$ cat src/rtl/adc_scan_pkg.sv
// Shared types and constants for the ADC scan controller and its SAR core.
package adc_scan_pkg;

    localparam int NCH_DEF = 18;
    localparam int DW_DEF  = 10;
    localparam int CHW     = 5;

    // Comparator mux channel indices (bit positions of cmp_sel)
    localparam int CH_VIN20 = 0;
    localparam int CH_VO10  = 1;
    localparam int CH_IS    = 2;
    localparam int CH_TS    = 3;
    localparam int CH_DP    = 4;
    localparam int CH_DN    = 5;
    localparam int CH_CC1   = 6;
    localparam int CH_CC2   = 7;
    localparam int CH_DP_3  = 8;
    localparam int CH_DN_3  = 9;
    localparam int CH_VO20  = 10;
    localparam int CH_CC1_4 = 11;
    localparam int CH_CC2_4 = 12;
    localparam int CH_GP5   = 13;
    localparam int CH_GP4   = 14;
    localparam int CH_GP3   = 15;
    localparam int CH_GP2   = 16;
    localparam int CH_GP1   = 17;

    typedef enum logic [2:0] {
        ST_IDLE,
        ST_FIND,
        ST_SEL,
        ST_SAMPLE,
        ST_CONV,
        ST_STORE,
        ST_TRACK
    } scan_state_t;

    // A programmed settle count of zero still needs one cycle to settle.
    function automatic logic [3:0] eff_settle(input logic [3:0] s);
        return (s == 4'd0) ? 4'd1 : s;
    endfunction

endpackage

$ cat src/rtl/adc_sar_core.sv
// Successive-approximation engine: comp_o synchronizer, trial/result registers,
// bit counter and per-trial settle counter. Runs one conversion per go pulse.
module adc_sar_core
    import adc_scan_pkg::*;
#(
    parameter int DW       = DW_DEF,
    parameter int SYNC_STG = 2
) (
    input  logic          clk,
    input  logic          rstz,
    input  logic          clr,
    input  logic          go,
    input  logic [3:0]    settle_cyc,
    input  logic          comp_o,
    output logic [DW-1:0] code,
    output logic [DW-1:0] result,
    output logic          done
);

    localparam int BW = $clog2(DW);

    logic [SYNC_STG-1:0] sync_reg;
    logic [DW-1:0]       code_reg, code_next;
    logic [BW-1:0]       bit_reg, bit_next;
    logic [7:0]          cnt_reg, cnt_next;
    logic [7:0]          len_reg, len_next;
    logic                active_reg, active_next;
    logic                comp_s;
    logic [7:0]          trial_len;

    assign comp_s = sync_reg[SYNC_STG-1];

    // Trial length minus one: settle time plus synchronizer latency
    assign trial_len = {4'd0, eff_settle(settle_cyc)} + 8'(SYNC_STG) - 8'd1;

    // Trial code with the current bit resolved by the comparator
    always_comb begin
        result          = code_reg;
        result[bit_reg] = comp_s;
    end

    assign done = active_reg && (cnt_reg == 8'd0) && (bit_reg == '0);
    assign code = code_reg;

    always_comb begin
        code_next   = code_reg;
        bit_next    = bit_reg;
        cnt_next    = cnt_reg;
        len_next    = len_reg;
        active_next = active_reg;
        if (clr) begin
            active_next = 1'b0;
        end else if (go) begin
            code_next         = '0;
            code_next[DW-1]   = 1'b1;
            bit_next          = BW'(DW - 1);
            cnt_next          = trial_len;
            len_next          = trial_len;
            active_next       = 1'b1;
        end else if (active_reg) begin
            if (cnt_reg != 8'd0) begin
                cnt_next = cnt_reg - 8'd1;
            end else begin
                code_next = result;
                if (bit_reg == '0) begin
                    active_next = 1'b0;
                end else begin
                    bit_next            = bit_reg - BW'(1);
                    code_next[bit_next] = 1'b1;
                    cnt_next            = len_reg;
                end
            end
        end
    end

    always_ff @(posedge clk or negedge rstz) begin
        if (!rstz) begin
            sync_reg   <= '0;
            code_reg   <= '0;
            bit_reg    <= '0;
            cnt_reg    <= '0;
            len_reg    <= '0;
            active_reg <= 1'b0;
        end else begin
            sync_reg   <= {sync_reg[SYNC_STG-2:0], comp_o};
            code_reg   <= code_next;
            bit_reg    <= bit_next;
            cnt_reg    <= cnt_next;
            len_reg    <= len_next;
            active_reg <= active_next;
        end
    end

endmodule

$ cat src/rtl/adc_scan_ctl.sv
// Channel-scan controller for the shared SAR comparator: channel FSM and mask.
// Define ADC_AVG4_EN to average four conversions per channel.
module adc_scan_ctl
    import adc_scan_pkg::*;
#(
    parameter int NCH      = NCH_DEF,
    parameter int DW       = DW_DEF,
    parameter int SYNC_STG = 2
) (
    input  logic           clk,
    input  logic           rstz,
    input  logic           start,
    input  logic           stop,
    input  logic           continuous,
    input  logic [NCH-1:0] chan_en,
    input  logic [3:0]     settle_cyc,
    input  logic           comp_o,
    output logic           dac_en,
    output logic [DW-1:0]  dac_code,
    output logic           ad_rst,
    output logic           ad_hold,
    output logic [NCH-1:0] cmp_sel,
    output logic           busy,
    output logic           res_vld,
    output logic [4:0]     res_chan,
    output logic [DW-1:0]  res_data,
    output logic           scan_done
);

    scan_state_t    state_reg, state_next;
    logic [NCH-1:0] en_reg, en_next;
    logic [NCH-1:0] pend_reg, pend_next;
    logic [CHW-1:0] chan_reg, chan_next;
    logic [3:0]     sel_cnt_reg, sel_cnt_next;
    logic [CHW-1:0] res_chan_reg, res_chan_next;
    logic [DW-1:0]  res_data_reg, res_data_next;
    logic           done_reg, done_next;

    logic           core_go;
    logic           core_done;
    logic [DW-1:0]  core_code;
    logic [DW-1:0]  core_result;

    logic           found;
    logic [CHW-1:0] low_idx;
    logic           chan_act;

`ifdef ADC_AVG4_EN
    logic [1:0]     rep_reg, rep_next;
    logic [DW+1:0]  sum_reg, sum_next;
    logic [DW+1:0]  sum_acc;

    assign sum_acc = sum_reg + {2'b00, core_result};
`endif

    adc_sar_core #(
        .DW       (DW),
        .SYNC_STG (SYNC_STG)
    ) u_sar (
        .clk        (clk),
        .rstz       (rstz),
        .clr        (stop),
        .go         (core_go),
        .settle_cyc (settle_cyc),
        .comp_o     (comp_o),
        .code       (core_code),
        .result     (core_result),
        .done       (core_done)
    );

    // Lowest-index pending channel wins
    always_comb begin
        found   = 1'b0;
        low_idx = '0;
        for (int i = NCH - 1; i >= 0; i--) begin
            if (pend_reg[i]) begin
                found   = 1'b1;
                low_idx = CHW'(i);
            end
        end
    end

    always_comb begin
        state_next    = state_reg;
        en_next       = en_reg;
        pend_next     = pend_reg;
        chan_next     = chan_reg;
        sel_cnt_next  = sel_cnt_reg;
        res_chan_next = res_chan_reg;
        res_data_next = res_data_reg;
        done_next     = 1'b0;
        core_go       = 1'b0;
`ifdef ADC_AVG4_EN
        rep_next      = rep_reg;
        sum_next      = sum_reg;
`endif
        if (stop) begin
            state_next    = ST_IDLE;
            res_chan_next = '0;
            res_data_next = '0;
        end else begin
            case (state_reg)
                ST_IDLE: begin
                    if (start) begin
                        en_next    = chan_en;
                        pend_next  = chan_en;
                        state_next = ST_FIND;
                    end
                end
                ST_FIND: begin
                    if (found) begin
                        chan_next    = low_idx;
                        sel_cnt_next = eff_settle(settle_cyc) - 4'd1;
                        state_next   = ST_SEL;
`ifdef ADC_AVG4_EN
                        rep_next     = 2'd0;
                        sum_next     = '0;
`endif
                    end else begin
                        done_next = 1'b1;
                        if (continuous) begin
                            pend_next = en_reg;
                        end else begin
                            state_next = ST_IDLE;
                        end
                    end
                end
                ST_SEL: begin
                    if (sel_cnt_reg == 4'd0) begin
                        state_next = ST_SAMPLE;
                    end else begin
                        sel_cnt_next = sel_cnt_reg - 4'd1;
                    end
                end
                ST_SAMPLE: begin
                    core_go    = 1'b1;
                    state_next = ST_CONV;
                end
                ST_CONV: begin
                    if (core_done) begin
`ifdef ADC_AVG4_EN
                        sum_next = sum_acc;
                        if (rep_reg == 2'd3) begin
                            res_data_next = sum_acc[DW+1:2];
                            res_chan_next = chan_reg;
                            state_next    = ST_STORE;
                        end else begin
                            rep_next   = rep_reg + 2'd1;
                            state_next = ST_TRACK;
                        end
`else
                        res_data_next = core_result;
                        res_chan_next = chan_reg;
                        state_next    = ST_STORE;
`endif
                    end
                end
                ST_STORE: begin
                    pend_next[chan_reg] = 1'b0;
                    state_next          = ST_FIND;
                end
`ifdef ADC_AVG4_EN
                // Re-track for one cycle between averaged conversions
                ST_TRACK: begin
                    state_next = ST_SAMPLE;
                end
`endif
                default: begin
                    state_next = ST_IDLE;
                end
            endcase
        end
    end

    always_ff @(posedge clk or negedge rstz) begin
        if (!rstz) begin
            state_reg    <= ST_IDLE;
            en_reg       <= '0;
            pend_reg     <= '0;
            chan_reg     <= '0;
            sel_cnt_reg  <= '0;
            res_chan_reg <= '0;
            res_data_reg <= '0;
            done_reg     <= 1'b0;
`ifdef ADC_AVG4_EN
            rep_reg      <= '0;
            sum_reg      <= '0;
`endif
        end else begin
            state_reg    <= state_next;
            en_reg       <= en_next;
            pend_reg     <= pend_next;
            chan_reg     <= chan_next;
            sel_cnt_reg  <= sel_cnt_next;
            res_chan_reg <= res_chan_next;
            res_data_reg <= res_data_next;
            done_reg     <= done_next;
`ifdef ADC_AVG4_EN
            rep_reg      <= rep_next;
            sum_reg      <= sum_next;
`endif
        end
    end

    // Outputs decode from registered state, so reset and stop clear them directly
    assign chan_act = state_reg inside {ST_SEL, ST_SAMPLE, ST_CONV, ST_STORE, ST_TRACK};

    genvar gi;
    generate
        for (gi = 0; gi < NCH; gi++) begin : g_sel
            assign cmp_sel[gi] = chan_act && (chan_reg == CHW'(gi));
        end
    endgenerate

    assign busy      = (state_reg != ST_IDLE);
    assign dac_en    = chan_act;
    assign ad_rst    = (state_reg == ST_SEL) || (state_reg == ST_TRACK);
    assign ad_hold   = (state_reg == ST_SAMPLE) || (state_reg == ST_CONV);
    assign dac_code  = ((state_reg == ST_CONV) || (state_reg == ST_STORE)) ? core_code : '0;
    assign res_vld   = (state_reg == ST_STORE);
    assign res_chan  = res_chan_reg;
    assign res_data  = res_data_reg;
    assign scan_done = done_reg;

endmodule

$ cat config.mk
export PLATFORM = sky130hd
export DESIGN_NAME = adc_scan_ctl
export DESIGN_NICKNAME = d
export VERILOG_FILES = /design/src/rtl/adc_scan_pkg.sv /design/src/rtl/adc_sar_core.sv /design/src/rtl/adc_scan_ctl.sv
export SDC_FILE = /design/constraint.sdc
export NUM_CORES = 1
export LEC_CHECK = 0
export CAP_MARGIN = 20
export CORE_UTILIZATION = 50
export CTS_CLUSTER_SIZE = 25
export DETAILED_ROUTE_END_ITERATION = 7
export PLACE_DENSITY = 0.75
export SLEW_MARGIN = 10
export SYNTH_ARGS = -nofsm -noshare
export SYNTH_HDL_FRONTEND = slang
export SYNTH_SLANG_ARGS = --single-unit
$ cat constraint.sdc
create_clock -name clk -period 4.7 [get_ports clk]
set_input_delay 0.94 -clock clk [delete_from_list [all_inputs] [get_ports clk]]
set_output_delay 0.94 -clock clk [all_outputs]
set_load 0.02 [all_outputs]
==> flow_metrics.tcl, run 1 <==
set metrics [dict create \
    setup_violations 0 \
    via_count 4656 \
    timing.final.hold_violations 0 \
    grt_max_degree 64 \
    io_buffers 76 \
    final_cell_area_um2 6560 \
    fp.dieW_um 107 \
    peakVddDrop_mv 0.209 \
    cts_resized 0 \
    antenna_found_initial 0 \
    ys_seq_area_frac 0.437 \
    slew_violations 0 \
    cts_hold_buf 0 \
    cts_sinks 97 \
    end_kind "output port" \
    crit_arrival_ps 2450 \
    routedWlPerCell_um 15.8 \
    startpoint_type "flip-flop" \
    fillers 951 \
    n_antenna_cell 0 \
    yosysWarnings 0 \
    drtIter0Drc 183 \
    core_area_um2 10800 \
    grt_util_all_layers 0.228 \
    ant_nets 0 \
    hpwl_um 9020 \
    rows 38 \
    max_freq_mhz 295 \
    cts-htree-levels 3 \
    rsz0062_at_grt "no" \
    gp_congestion 0.864 \
    synth_edf_count 0 \
    cp.required_ps 3760 \
    fin_skew_ps 10.3 \
    layout_setup_ws_ps 1310 \
    yosys.cell_types.count 62 \
    grt_pass1_wl_um 21000 \
    post-cts-setup-buffers 0 \
    cts_root_buf "clkbuf_8" \
    drive_gt1_frac 0.100 \
    postSynth.asyncResetShare 1.00 \
    first_global_vias 4383 \
    finalCriticalPeriod_ps 3390 \
    synth_fp_nets 626 \
    multi_input_area_um2 2910 \
    ys.flop_type "dfrtp_1" \
    postPlaceCellArea_um2 6370 \
    synth_cells 586 \
    place_worst_setup_slack_ps 1010 \
    dieArea_um2 11500 \
    cts_buffer_depth 2 \
    finalNetCount 684 \
    synth_seq_cells 97 \
    cts.clk_slew.worst_paths_ps 100 \
    syn_avg_cell_area_um2 9.47 \
    area_growth_pct 18.2 \
    cap_violations 0 \
    p_leak_uw 0.00270 \
    worstPathMaxFanout 19 \
    clock_latency_ps 360 \
    drc 0 \
    crit_type "flip-flop to output port" \
    worst_pin_slew_ps 950 \
    cts_buffers 9 \
    period_share 0.722 \
    setup_tns_ps 0 \
    slew_headroom 0.364 \
    dr.pass1.iters 4 \
    die_h_um 107 \
    status "finished clean" \
    start_util 0.512 \
    routed_wl_um 12500 \
    vias_per_cell 5.90 \
    power.density_nw_per_um2 366 \
    io_pins 77 \
    syn_area_um2 5550 \
    seq_area_um2 2430 \
    hp-class "flip-flop to flip-flop" \
    grt_overflow 0 \
    cts_tree "yes" \
]
-- final timing paths --
check	startpoint	endpoint	slack, ps	cells after the start
worst max-delay path	state_reg[0]	res_vld	1310	4
worst min-delay path	u_sar.sync_reg[0]	u_sar.sync_reg[1]	360	0
worst max register to register	state_reg[2]	pend_reg[16]	1830	4
worst min register to register	u_sar.sync_reg[0]	u_sar.sync_reg[1]	360	0
max in group asynchronous	rstz	pend_reg[2]	3100	2
min in group asynchronous	rstz	u_sar.cnt_reg[0]	660	1
-- where the power goes --
group	leakage, µW	total (µW)	internal, µW	switching, µW
sequential	0.00125	1210	1000	210
combinational	0.00136	676	345	331
clock	0.0000941	518	214	304
-- synthesized netlist by cell type, types with 3 or more instances --
library cell,n,share of area
ha_1,12,0.027
nand2_1,45,0.030
o21bai_1,3,0.0041
clkbuf_1,27,0.018
nor2_1,72,0.049
inv_1,14,0.0095
o31a_1,20,0.032
nand3_1,12,0.011
mux2i_1,16,0.029
nor3_1,16,0.014
mux2_2,18,0.037
nor3b_1,6,0.0081
a21o_1,5,0.0068
a221o_2,10,0.020
a21boi_0,6,0.0081
o31ai_1,6,0.0081
and2_1,12,0.014
a211oi_1,12,0.016
a22o_1,3,0.0047
nor4_1,8,0.0090
or3b_2,4,0.0063
nand3b_1,4,0.0054
nand2b_1,10,0.011
buf_2,4,0.0036
dfrtp_1,97,0.44
xnor2_1,5,0.0079
a31oi_1,9,0.010
o21a_1,3,0.0041
or3_1,4,0.0045
nor2b_1,13,0.015
a221o_1,9,0.016
a21oi_1,24,0.022
o21ai_0,40,0.036
-- cell usage in the layout (no fill, tap or decap), drive strengths merged, types with 13 or more instances in the layout --
master	synthesis	layout
dfrtp	97	97
clkdlybuf4s50	0	75
nor2	73	73
nand2	45	45
o21ai	40	40
a21oi	24	24
o31a	20	20
a221o	19	19
mux2	18	18
inv	14	18
nor3	16	16
mux2i	16	16
nor2b	13	13
-- worst max-delay path: stages, from the launching register on --
cell             delay, ps
dfrtp_1                620
nor2b_1                320
nand2_1                400
inv_1                  140
clkdlybuf4s50_1        610
-- stage by stage --
stage	util	total power (µW)	hold slack [ps]	cells
after floorplan	-	1700	331	586
after global placement	0.587	1860	337	772
after detailed placement	0.587	1900	336	772
after CTS	0.605	2410	359	788
after global routing	0.605	2560	371	789
final	0.605	2400	359	789
-- routing by layer --
layer | vias to the layer above | routed length (µm) | share of wire | GRT usage
met5 | - | 0 | 0 | 0
met4 | 0 | 166 | 0.013 | 0.0734
met3 | 19 | 441 | 0.035 | 0.0375
met2 | 110 | 6380 | 0.51 | 0.389
met1 | 2266 | 5500 | 0.44 | 0.296
li1 | 2261 | - | - | -
-- kinds of logic after synthesis --
family          synth area share
simple gates               0.203
compound gates             0.220
flops                      0.437
buf+inv                   0.0381
mux                       0.0654
fa+ha+maj                 0.0271
xor+xnor                 0.00947
-- final cells by class --
type,instances,area share
sequential,97,0.370
clock buffer,10,0.0210
clock inverter,6,0.00725
tap,140,0.0267
inverter,14,0.00801
multi-input combinational,439,0.444
timing repair buffer,83,0.124
(Power assumes the default switching activity.)
==> inputs of run 2 (changes only) <==
==> constraint.sdc (replaced) <==
create_clock -name clk -period 3.2 [get_ports clk]
set_input_delay 0.64 -clock clk [delete_from_list [all_inputs] [get_ports clk]]
set_output_delay 0.64 -clock clk [all_outputs]
set_load 0.02 [all_outputs]
==> run 2 against run 1 <==
Against the previous run:
- sequential share of layout area down 0.89 points
- setup slack worse by 1000 ps
- sequential power up 45%
- clock power up 91%
- hold slack worse by 55 ps
- critical endpoint is now ad_hold
==> flow_metrics.tcl, run 2 (same netlist as run 1, synthesis figures left out) <==
set metrics [dict create \
    status "finished clean" \
    vias_per_cell 5.98 \
    cp.required_ps 2560 \
    core_area_um2 10800 \
    io_buffers 76 \
    cts_sinks 97 \
    grt_pass1_wl_um 22300 \
    timing.rr.end "u_sar.cnt_reg[0]" \
    intPower_uw 2540 \
    first_global_vias 4645 \
    timing.final.hold_violations 0 \
    post-cts-setup-buffers 0 \
    area_growth_pct 21.2 \
    peakVddDrop_mv 0.365 \
    cts_root_buf "clkbuf_8" \
    cts_tree "yes" \
    hpwl_um 9310 \
    ant_nets 0 \
    cts_resized 0 \
    slowest_stage "clkdlybuf4s50_1" \
    finalNetCount 694 \
    top_layer_used "met4" \
    crit_type "flip-flop to output port" \
    layout_commonest_cell "dfrtp_1" \
    cts_buffers 9 \
    grt_overflow 0 \
    combPwrFrac 0.283 \
    routed_wl_um 13200 \
    wl_met1_um 5620 \
    setup_violations 0 \
    gp_congestion 0.882 \
    n_antenna_cell 0 \
    period_share 0.918 \
    p_sw_frac 0.338 \
    met3_length_um 586 \
    setup_tns_ps 0 \
    crit_arrival_ps 2300 \
    via_count 4779 \
    crit_path_max_incr_delay_ps 680 \
    rrSetupSlack_ps 350 \
    fin_skew_ps 20.2 \
    slew_violations 0 \
    slew_headroom 0.540 \
    dieArea_um2 11500 \
    drc 0 \
    wl_met2_um 6740 \
    io_pins 77 \
    p_clk_frac 0.258 \
    cts_hold_buf 0 \
    final_cell_mix "dfrtp_1, clkdlybuf4s50_1, nor2_1" \
    p_leak_uw 0.00279 \
    cts.clk_slew.worst_paths_ps 110 \
    rows 38 \
    worst_pin_slew_ps 683 \
    die_h_um 107 \
    fp.dieW_um 107 \
    crit_chain "nand2b_1 -> o21ai_0 -> clkdlybuf4s50_1" \
    drtIter0Drc 247 \
    switching_power_uw 1300 \
    fillers 925 \
    hp-class "input port to asynchronous set/reset pin" \
    max_freq_mhz 340 \
    reg2regPathDepth 7 \
    clock_latency_ps 370 \
    dr.pass1.iters 4 \
    finalCriticalPeriod_ps 2940 \
    startpoint_type "flip-flop" \
    cts-htree-levels 3 \
    final_cell_area_um2 6720 \
    cap_violations 0 \
    seqPwrFrac 0.459 \
    grt_max_degree 98 \
    cts_buffer_depth 2 \
    rsz0062_at_grt "no" \
    grt_util_all_layers 0.243 \
    worstPathMaxFanout 13 \
    end_kind "output port" \
    postPlaceCellArea_um2 6480 \
    start_util 0.512 \
    antenna_found_initial 0 \
    routedWlPerCell_um 16.6 \
    power.density_nw_per_um2 571 \
    drive_gt1_frac 0.114 \
    rr_startpoint "u_sar.bit_reg[0]" \
]
[run 2: cell count changes in the layout (fill, tap and decap cells not counted)]
cell / previous run / this run
buf_12: 0 / 2
buf_4: 8 / 16
bufinv_16: 0 / 3
clkbuf_8: 10 / 9
clkinvlp_4: 1 / 0
inv_6: 4 / 2
inv_8: 0 / 1
[run 2: how the worst max path moves through the flow]
stage,depth (start not counted),to,start
after floorplan,6,en_reg[10],start
after global placement,6,pend_reg[14],start
after detailed placement,6,pend_reg[15],start
after CTS,3,ad_hold,state_reg[1]
after global routing,7,u_sar.cnt_reg[0],u_sar.bit_reg[0]
final,3,ad_hold,state_reg[1]
[run 2: metrics by stage]
| step | hold slack (ps) | worst slack, ps | std cells | utilization | total power (µW) |
|---|---|---|---|---|---|
| global route | 342 | 148 | 799 | 0.620 | 4050 |
| detailed placement | 353 | 297 | 783 | 0.597 | 2860 |
| finish | 304 | 261 | 799 | 0.620 | 3840 |
| CTS | 335 | 275 | 799 | 0.620 | 3850 |
| global placement | 336 | 321 | 782 | 0.597 | 2790 |
| floorplan | 331 | 665 | 586 | - | 2500 |
[run 2: worst max-delay path: cells and delay by family, from the launching register on]
family / cells / cell delay [ps]
simple gates: 1 / 300
buf+inv: 1 / 680
flops: 1 / 540
compound gates: 1 / 400
[run 2: cell type report]
cell class | count | area [µm²] | share of cell area
well taps | 140 | 175 | 0.0261
clock inverters | 7 | 124 | 0.0184
flip-flops and latches | 97 | 2430 | 0.361
repair buffers | 93 | 911 | 0.135
clock buffers | 9 | 124 | 0.0184
inverters | 14 | 52.6 | 0.00782
multi-input cells | 439 | 2910 | 0.433
[run 2: per-layer routing]
| layer | global-route usage | vias to the layer above |
|---|---|---|
| met3 | 0.0466 | 24 |
| met1 | 0.305 | 2336 |
| li1 | - | 2279 |
| met4 | 0.0871 | 0 |
| met5 | 0 | - |
| met2 | 0.417 | 140 |
[run 2: power groups by stage]
stage / clock, µW / combinational, µW / sequential, µW
after floorplan: 0 / 835 / 1670
after global placement: 0 / 1030 / 1760
after detailed placement: 0 / 1080 / 1770
after CTS: 1010 / 1090 / 1750
after global routing: 1050 / 1200 / 1790
final: 991 / 1090 / 1760
